==> config.mk <==
export PLATFORM = sky130hd
export DESIGN_NAME = qam_stream_mapper
export DESIGN_NICKNAME = d
export VERILOG_FILES = /design/src/rtl/qam_stream_mapper.sv
export SDC_FILE = /design/constraint.sdc
export NUM_CORES = 1
export LEC_CHECK = 0
export ABC_AREA = 0
export CELL_PAD_IN_SITES_DETAIL_PLACEMENT = 1
export CELL_PAD_IN_SITES_GLOBAL_PLACEMENT = 2
export CORE_UTILIZATION = 34
export CTS_BUF_LIST = sky130_fd_sc_hd__clkbuf_8
export CTS_CLUSTER_DIAMETER = 150
export DETAILED_ROUTE_END_ITERATION = 7
export PLACE_DENSITY = 0.86
export SLEW_MARGIN = 5
export SYNTH_ARGS = -nofsm -noshare
export SYNTH_HDL_FRONTEND = slang
export SYNTH_SLANG_ARGS = --single-unit
==> constraint.sdc <==
create_clock -name clk -period 3.2 [get_ports clk]
set_input_delay 0.64 -clock clk [delete_from_list [all_inputs] [get_ports clk]]
set_output_delay 0.64 -clock clk [all_outputs]
set_load 0.02 [all_outputs]
==> src/rtl/qam_stream_mapper.sv <==
// ---------------------------------------------------------------------------
// qam_stream_mapper
//
// Streaming Gray-coded QAM mapper. Packed input beats are appended to a bit
// accumulator, and the oldest bits are mapped into one registered signed I/Q
// symbol per output handshake. The mapper supports QPSK, 16-QAM and 64-QAM.
//
// Ports:
//   clk      in   rising-edge clock
//   rst_n    in   asynchronous active-low reset
//   mode     in   00 QPSK, 01 16-QAM, 10 64-QAM, 11 treated as 16-QAM
//   flush    in   drop accumulator residue that is shorter than one symbol
//   s_data   in   input beat, MSB consumed first
//   s_valid  in   input beat valid
//   s_ready  out  accumulator has room for a full beat
//   m_re     out  signed in-phase level
//   m_im     out  signed quadrature level
//   m_valid  out  symbol valid
//   m_ready  in   downstream accepts symbol
//   sym_cnt  out  16-bit handshake counter (only when QAM_SYMCNT_EN is defined)
//
// Optional feature macro: QAM_SYMCNT_EN
// ---------------------------------------------------------------------------
module qam_stream_mapper #(
  parameter  int IN_WIDTH  = 8,
  parameter  int OUT_WIDTH = 5,
  localparam int ACC_WIDTH = IN_WIDTH + 6
) (
  input  logic                        clk,
  input  logic                        rst_n,
  input  logic [1:0]                  mode,
  input  logic                        flush,
  input  logic [IN_WIDTH-1:0]         s_data,
  input  logic                        s_valid,
  output logic                        s_ready,
  output logic signed [OUT_WIDTH-1:0] m_re,
  output logic signed [OUT_WIDTH-1:0] m_im,
  output logic                        m_valid,
`ifdef QAM_SYMCNT_EN
  output logic [15:0]                 sym_cnt,
`endif
  input  logic                        m_ready
);

  localparam int FILL_W = $clog2(ACC_WIDTH + 1);
  localparam logic [FILL_W-1:0] IN_W_F    = FILL_W'(IN_WIDTH);
  localparam logic [FILL_W-1:0] READY_MAX = FILL_W'(ACC_WIDTH - IN_WIDTH);

  // Accumulator is MSB-aligned: bit ACC_WIDTH-1 is the oldest bit. Bits
  // below the fill level are always kept at zero so new beats can be OR-ed in.
  logic [ACC_WIDTH-1:0]        acc_q, acc_d;
  logic [FILL_W-1:0]           fill_q, fill_d;
  logic signed [OUT_WIDTH-1:0] m_re_q, m_re_d;
  logic signed [OUT_WIDTH-1:0] m_im_q, m_im_d;
  logic                        m_valid_q, m_valid_d;

  logic [1:0]           k;
  logic [FILL_W-1:0]    bps;
  logic [5:0]           sym;
  logic [2:0]           g_i, g_q;
  logic                 pop, push, flush_eff;
  logic [FILL_W-1:0]    fill_pop;
  logic [ACC_WIDTH-1:0] acc_shift;

  // Gray index -> binary index -> odd-integer level for an axis of k bits.
  function automatic logic signed [OUT_WIDTH-1:0] map_axis(input logic [2:0] g,
                                                           input logic [1:0] k_bits);
    logic [2:0] b;
    int         lvl;
    case (k_bits)
      2'd1:    b = {2'b00, g[0]};
      2'd2:    b = {1'b0, g[1], g[1] ^ g[0]};
      default: b = {g[2], g[2] ^ g[1], g[2] ^ g[1] ^ g[0]};
    endcase
    lvl = 2 * int'(b) - ((1 << k_bits) - 1);
    return OUT_WIDTH'(lvl);
  endfunction

  always_comb begin
    sym = acc_q[ACC_WIDTH-1 -: 6];
    case (mode)
      2'b00: begin
        k   = 2'd1;
        g_i = {2'b00, sym[5]};
        g_q = {2'b00, sym[4]};
      end
      2'b10: begin
        k   = 2'd3;
        g_i = sym[5:3];
        g_q = sym[2:0];
      end
      default: begin
        k   = 2'd2;
        g_i = {1'b0, sym[5:4]};
        g_q = {1'b0, sym[3:2]};
      end
    endcase
    bps = FILL_W'({k, 1'b0});

    s_ready   = (fill_q <= READY_MAX);
    push      = s_valid && s_ready;
    pop       = (fill_q >= bps) && (!m_valid_q || m_ready);
    // Flush only bites on a sub-symbol residue, which also means no pop.
    flush_eff = flush && (fill_q < bps);

    fill_pop  = pop ? (fill_q - bps) : fill_q;
    acc_shift = pop ? (acc_q << bps) : acc_q;

    acc_d  = acc_shift;
    fill_d = fill_pop;
    if (flush_eff) begin
      acc_d  = '0;
      fill_d = '0;
    end else if (push) begin
      // fill_pop <= ACC_WIDTH-IN_WIDTH here, so no incoming bit falls off.
      acc_d  = acc_shift | ({s_data, 6'b000000} >> fill_pop);
      fill_d = fill_pop + IN_W_F;
    end

    m_re_d    = m_re_q;
    m_im_d    = m_im_q;
    m_valid_d = m_valid_q;
    if (pop) begin
      m_re_d    = map_axis(g_i, k);
      m_im_d    = map_axis(g_q, k);
      m_valid_d = 1'b1;
    end else if (m_valid_q && m_ready) begin
      m_valid_d = 1'b0;
    end
  end

  always_ff @(posedge clk or negedge rst_n) begin
    if (!rst_n) begin
      acc_q     <= '0;
      fill_q    <= '0;
      m_re_q    <= '0;
      m_im_q    <= '0;
      m_valid_q <= 1'b0;
    end else begin
      acc_q     <= acc_d;
      fill_q    <= fill_d;
      m_re_q    <= m_re_d;
      m_im_q    <= m_im_d;
      m_valid_q <= m_valid_d;
    end
  end

  assign m_re    = m_re_q;
  assign m_im    = m_im_q;
  assign m_valid = m_valid_q;

`ifdef QAM_SYMCNT_EN
  logic [15:0] sym_cnt_q, sym_cnt_d;

  always_comb begin
    sym_cnt_d = sym_cnt_q;
    if (m_valid_q && m_ready) begin
      sym_cnt_d = sym_cnt_q + 16'd1;
    end
  end

  always_ff @(posedge clk or negedge rst_n) begin
    if (!rst_n) begin
      sym_cnt_q <= '0;
    end else begin
      sym_cnt_q <= sym_cnt_d;
    end
  end

  assign sym_cnt = sym_cnt_q;
`endif

endmodule
Word-level counts from Yosys, hierarchy flattened. Cells that the tools add are included.

Register bits: 29. Input bits: 15. Output and inout port bits: 12.

Add/sub/neg operators: 5. $lt $le $gt $ge: 3. Equality and inequality tests: 3. Shift-type cells: 3. Multiplexer cells: 15. Bitwise logic cells: 7. Reductions and logical operators: 8.

Operators with widths (count): $mux 14 (3); $pmux 3 s2 (4); $or 14x14->14 (1); $shl 14x3->14 (1); $shr 14x4->14 (1); $mux 4 (3); $sub 5x5->5 (2); $mux 3 (2); $xor 1x1->1 (6); $shl 1x2->5 const A (1); $sub 5x2->5 const B (1); $add 4x4->4 const B (1); $eq 2x2->1 const B (2); $ge 4x3->1 (1); $le 4x3->1 const B (1); $logic_and 1x1->1 (4); $lt 4x3->1 (1); $pmux 2 s2 (1); $sub 4x3->4 (1); $eq 2x1->1 const B (1); $logic_not 2->1 (1); $mux 1 (2); $reduce_bool 2->1 (1); $logic_not 1->1 (1); $logic_or 1x1->1 (1).

Depth between registers and ports, before layout.
Depth after elaboration: 9. Mapped depth: 12. Mapped depth without buffers: 11.

Worst setup path before layout. OpenSTA, ideal clock, no wires.

Path type: input to register. From: input port mode[0]. To: register acc_q[1]. Library setup time: 0.122 ns. Arrival: 2.593 ns. Setup slack: 0.486 ns. Stages: 11. Path buffers: 3. Cells stage by stage: buf_4 -> inv_1 -> ha_1 -> buf_2 -> nand2b_1 -> or3_1 -> and3_1 -> buf_2 -> a311oi_2 -> a21oi_1 -> a32o_1.

Word-level cells in the longest chain between the ends: 9. Elaborated cells between the ends (all ways): 15.

Ends and longest elaborated chain: from (decl) (line 31) `input logic [1:0] mode,`; $eq 2x2->1 or $logic_not 2->1 (tied branches) (line 81) `case (mode)`; $pmux 2 s2 (*) (line 81); $ge 4x3->1 (line 102) `pop = (fill_q >= bps) && (!m_valid_q || m_ready);`; $logic_and 1x1->1 (line 102); $mux 4 (line 106) `fill_pop = pop ? (fill_q - bps) : fill_q;`; $shr 14x4->14 (line 116) `acc_d = acc_shift | ({s_data, 6'b000000} >> fill_pop);`; $or 14x14->14 (line 116); $mux 14 (line 114) `end else if (push) begin`; $mux 14 (*) (line 111) `if (flush_eff) begin`; named net acc_d[1] (line 51) `logic [ACC_WIDTH-1:0] acc_q, acc_d;`; to (signal assigned) (line 134) `acc_q <= '0;`; to (signal assigned) (line 140) `acc_q <= acc_d;`; to (decl) (line 51).

The timed path passes the listed nets; every way through them passes the cells marked *. A chain may end at the register's enable or synchronous reset.

Final worst setup path.
From: input port mode[0]. To: register acc_q[6].

Same word-level chain as after synthesis.

==> summary.txt <==
Outcome
  – Outcome: finished with violations
  – Failing checks: design-rule violations

Synthesis
  – Largest area contributor in the netlist: dfrtp_1
  – Yosys Warn Count: 0
  – Synth cell types: 55
  – Top post-synthesis cells by count: nand2_1 (29), dfrtp_1 (27), a21oi_1 (18), nor2_1 (18), o21ai_0 (16)
  – Top post-synthesis cells by area: dfrtp_1 (33%), nand2_1 (5.3%), mux2i_1 (4.8%), a21oi_1 (4.4%), o211ai_1 (4.4%)
  – Syn Inst Count: 247
  – Seq/Total Area, Yosys: about 33%
  – Flops & latches, synth: 27
  – Syn_nets: around 270
  – Async S/R FF share, synth: 100%
  – Syn_area_per_cell: 8.37 um2
  – Cell area after synthesis: between 2000 and 2500 um2
  – Synth top area share: between 30% and 40%
  – Ys flop type: dfrtp_1
  – Post-synth EDFFs: 0
  – Top-count cell post-synth: nand2_1

STA
  – Worst Tran Pin Value: between 0.6 and 0.7 ns
  – Hold Vio Cnt, Final: 0
  – RSZ-0062 raised after global routing: false
  – Final Skew: approximately 0.0086 ns
  – Fin crit share: 92.9%
  – Setup ws final: roughly 0.23 ns
  – Final setup fails: 0
  – Slew Viols, Final: 0
  – Slew headroom: 55.7%
  – Max Freq: about 340 MHz
  – Tmin final: about 3.0 ns

Clocking
  – CTS tree: built
  – H-tree Lvls: 1
  – CTS max path bufs: 2
  – Post-CTS Setup Repair Bufs: 0
  – Total CTS buffers: 3
  – Clk root buf: clkbuf_8
  – Clock sink count: 27
  – Clk slew on worst S/H paths: around 0.11 ns
  – Resized Gates After CTS: 0
  – Insertion delay to the later sink of the worst-skew pair: around 0.30 ns
  – CTS Hold Bufs: 0

Global routing
  – Total GRT Usage: about 22%
  – Grt ovf: 0
  – Largest net degree at the start of global routing: 31
  – Vias in the first global route: 2,014
  – Initial antenna violation count: 0
  – Global-route wire length before repair: around 10,000 um

Floorplanning
  – Die Ht: between 70 and 80 um
  – Die area: 6400 um2
  – Total core area: around 5900 um2
  – Initial Util: roughly a third
  – Die width: roughly 80 um
  – Num ports: 27
  – # rows: 28

Routing
  – DR vias/cell: slightly below 6
  – ANT nets after route: 0
  – DRT Wirelength: between 6000 and 7000 um
  – DRT iter0 DRCs: about 150
  – Mean routed wirelength per cell: 18.7 um
  – Post-route DRC: 2
  – DR vias: a little over 2,000
  – Drt first pass iters: 7

Layout
  – Final nets: around 290
  – Synth-to-layout area growth: 19.4%
  – Layout cell share with drive strength beyond 1: ~8.6%
  – # diodes: 0
  – Non-Filler Instances: approximately 340

Worst setup path
  – Critical Path RT: 3.37 ns
  – CP arrival: ~3.1 ns
  – CP Launch Type: primary input
  – CP Capture Type: flip-flop
  – WS Path Type: primary input to flip-flop
  – CP Max Fanout: 5

Place
  – IO Port Bufs: 26
  – DP HPWL: roughly 4500 um
  – Number of cells after detailed placement: between 300 and 400
  – RD Place Congestion: about 0.84
  – Post-Place Worst Slack: 0.00646 ns

Flow run
  – Total of max-cap violations: 0

Power
  – PwrDens: 900 nW/um2
  – VDD IR-drop max: between 0.3 and 0.4 mV
  – Leak: 0.976 nW

Hold path
  – Worst Hold Class: flip-flop to flip-flop
-- sequential cells by signal, indices dropped and copies added, names as in the netlist --
name / count
m_valid: 1
m_im: 4
acc_q: 14
m_re: 5
fill_q: 3
-- worst max-delay path, cell delays in order --
cell and delay (ns):
clkdlybuf4s50_1 0.48, inv_1 0.06, ha_1 0.29, nand2b_1 0.19
a211oi_1 0.37, o21ai_0 0.31, nor2_1 0.31, mux2i_1 0.32
o221ai_1 0.16
-- routing by layer --
layer  vias up  global-route usage [%]  wire [um]
li1        960                       -          -
met1      1012                    29.5       3070
met2        43                    36.6       3050
met3        12                    2.63        163
met4         0                    7.50        136
met5         -                       0          0
-- layout by cell type (no fill, tap or decap), types with 3 or more instances in the layout --
cell type / count
nor2b_1: 4
nand3_1: 8
and2_1: 4
ha_1: 3
clkdlybuf4s50_1: 26
o21ai_0: 16
xnor2_1: 6
o22ai_1: 3
nand2b_1: 5
nor2_1: 18
nand2_1: 29
buf_4: 6
clkbuf_8: 3
dfrtp_1: 27
and3_1: 5
o211ai_1: 12
inv_1: 5
mux2i_1: 10
a31oi_1: 3
nor3_1: 5
a32o_1: 3
nand4_1: 3
a211o_1: 5
a21oi_1: 18
o221ai_1: 4
-- layout make-up --
class	instances	area [um2]
repair buffers	34	345
clock inverters	1	7.51
inverters	5	18.8
fillers	728	3420
flip-flops and latches	27	676
clock buffers	3	41.3
well taps	75	93.8
multi-input cells	198	1290
-- power by group --
part / internal, mW / leakage [nW] / switching [mW]
sequential: 0.483 / 0.335 / 0.183
combinational: 0.590 / 0.620 / 0.743
clock: 0.0892 / 0.0217 / 0.133
-- worst paths after layout --
check	from	endpoint	slack [ns]	depth (start not counted)
min in group asynchronous	rst_n	m_re[3]	0.73	2
hold reg to reg	m_im[1]	m_im[1]	0.48	2
setup / recovery	mode[0]	acc_q[6]	0.23	9
max in group asynchronous	rst_n	acc_q[1]	2.18	2
hold / removal	m_im[1]	m_im[1]	0.48	2
setup reg to reg	fill_q[1]	acc_q[6]	0.41	8
-- metrics by stage --
stage	TNS, ns	power (mW)	area [um2]	util [%]	hold WS, ns
finish	0	2.22	2470	41.9	0.483
global route	0	2.39	2470	41.9	0.504
CTS	0	2.22	2470	41.9	0.490
detailed placement	0	2.00	2420	41.1	0.461
global placement	-0.0540	1.96	2420	41.1	0.458
floorplan	0	1.53	2070	-	0.344
-- kinds of logic after synthesis --
family,share of synthesized area (%)
simple gates,21.8
buf+inv,5.14
compound gates,29.6
fa+ha+maj,1.82
flops,32.7
xor+xnor,2.96
mux,5.93
(Power assumes the default switching activity.)
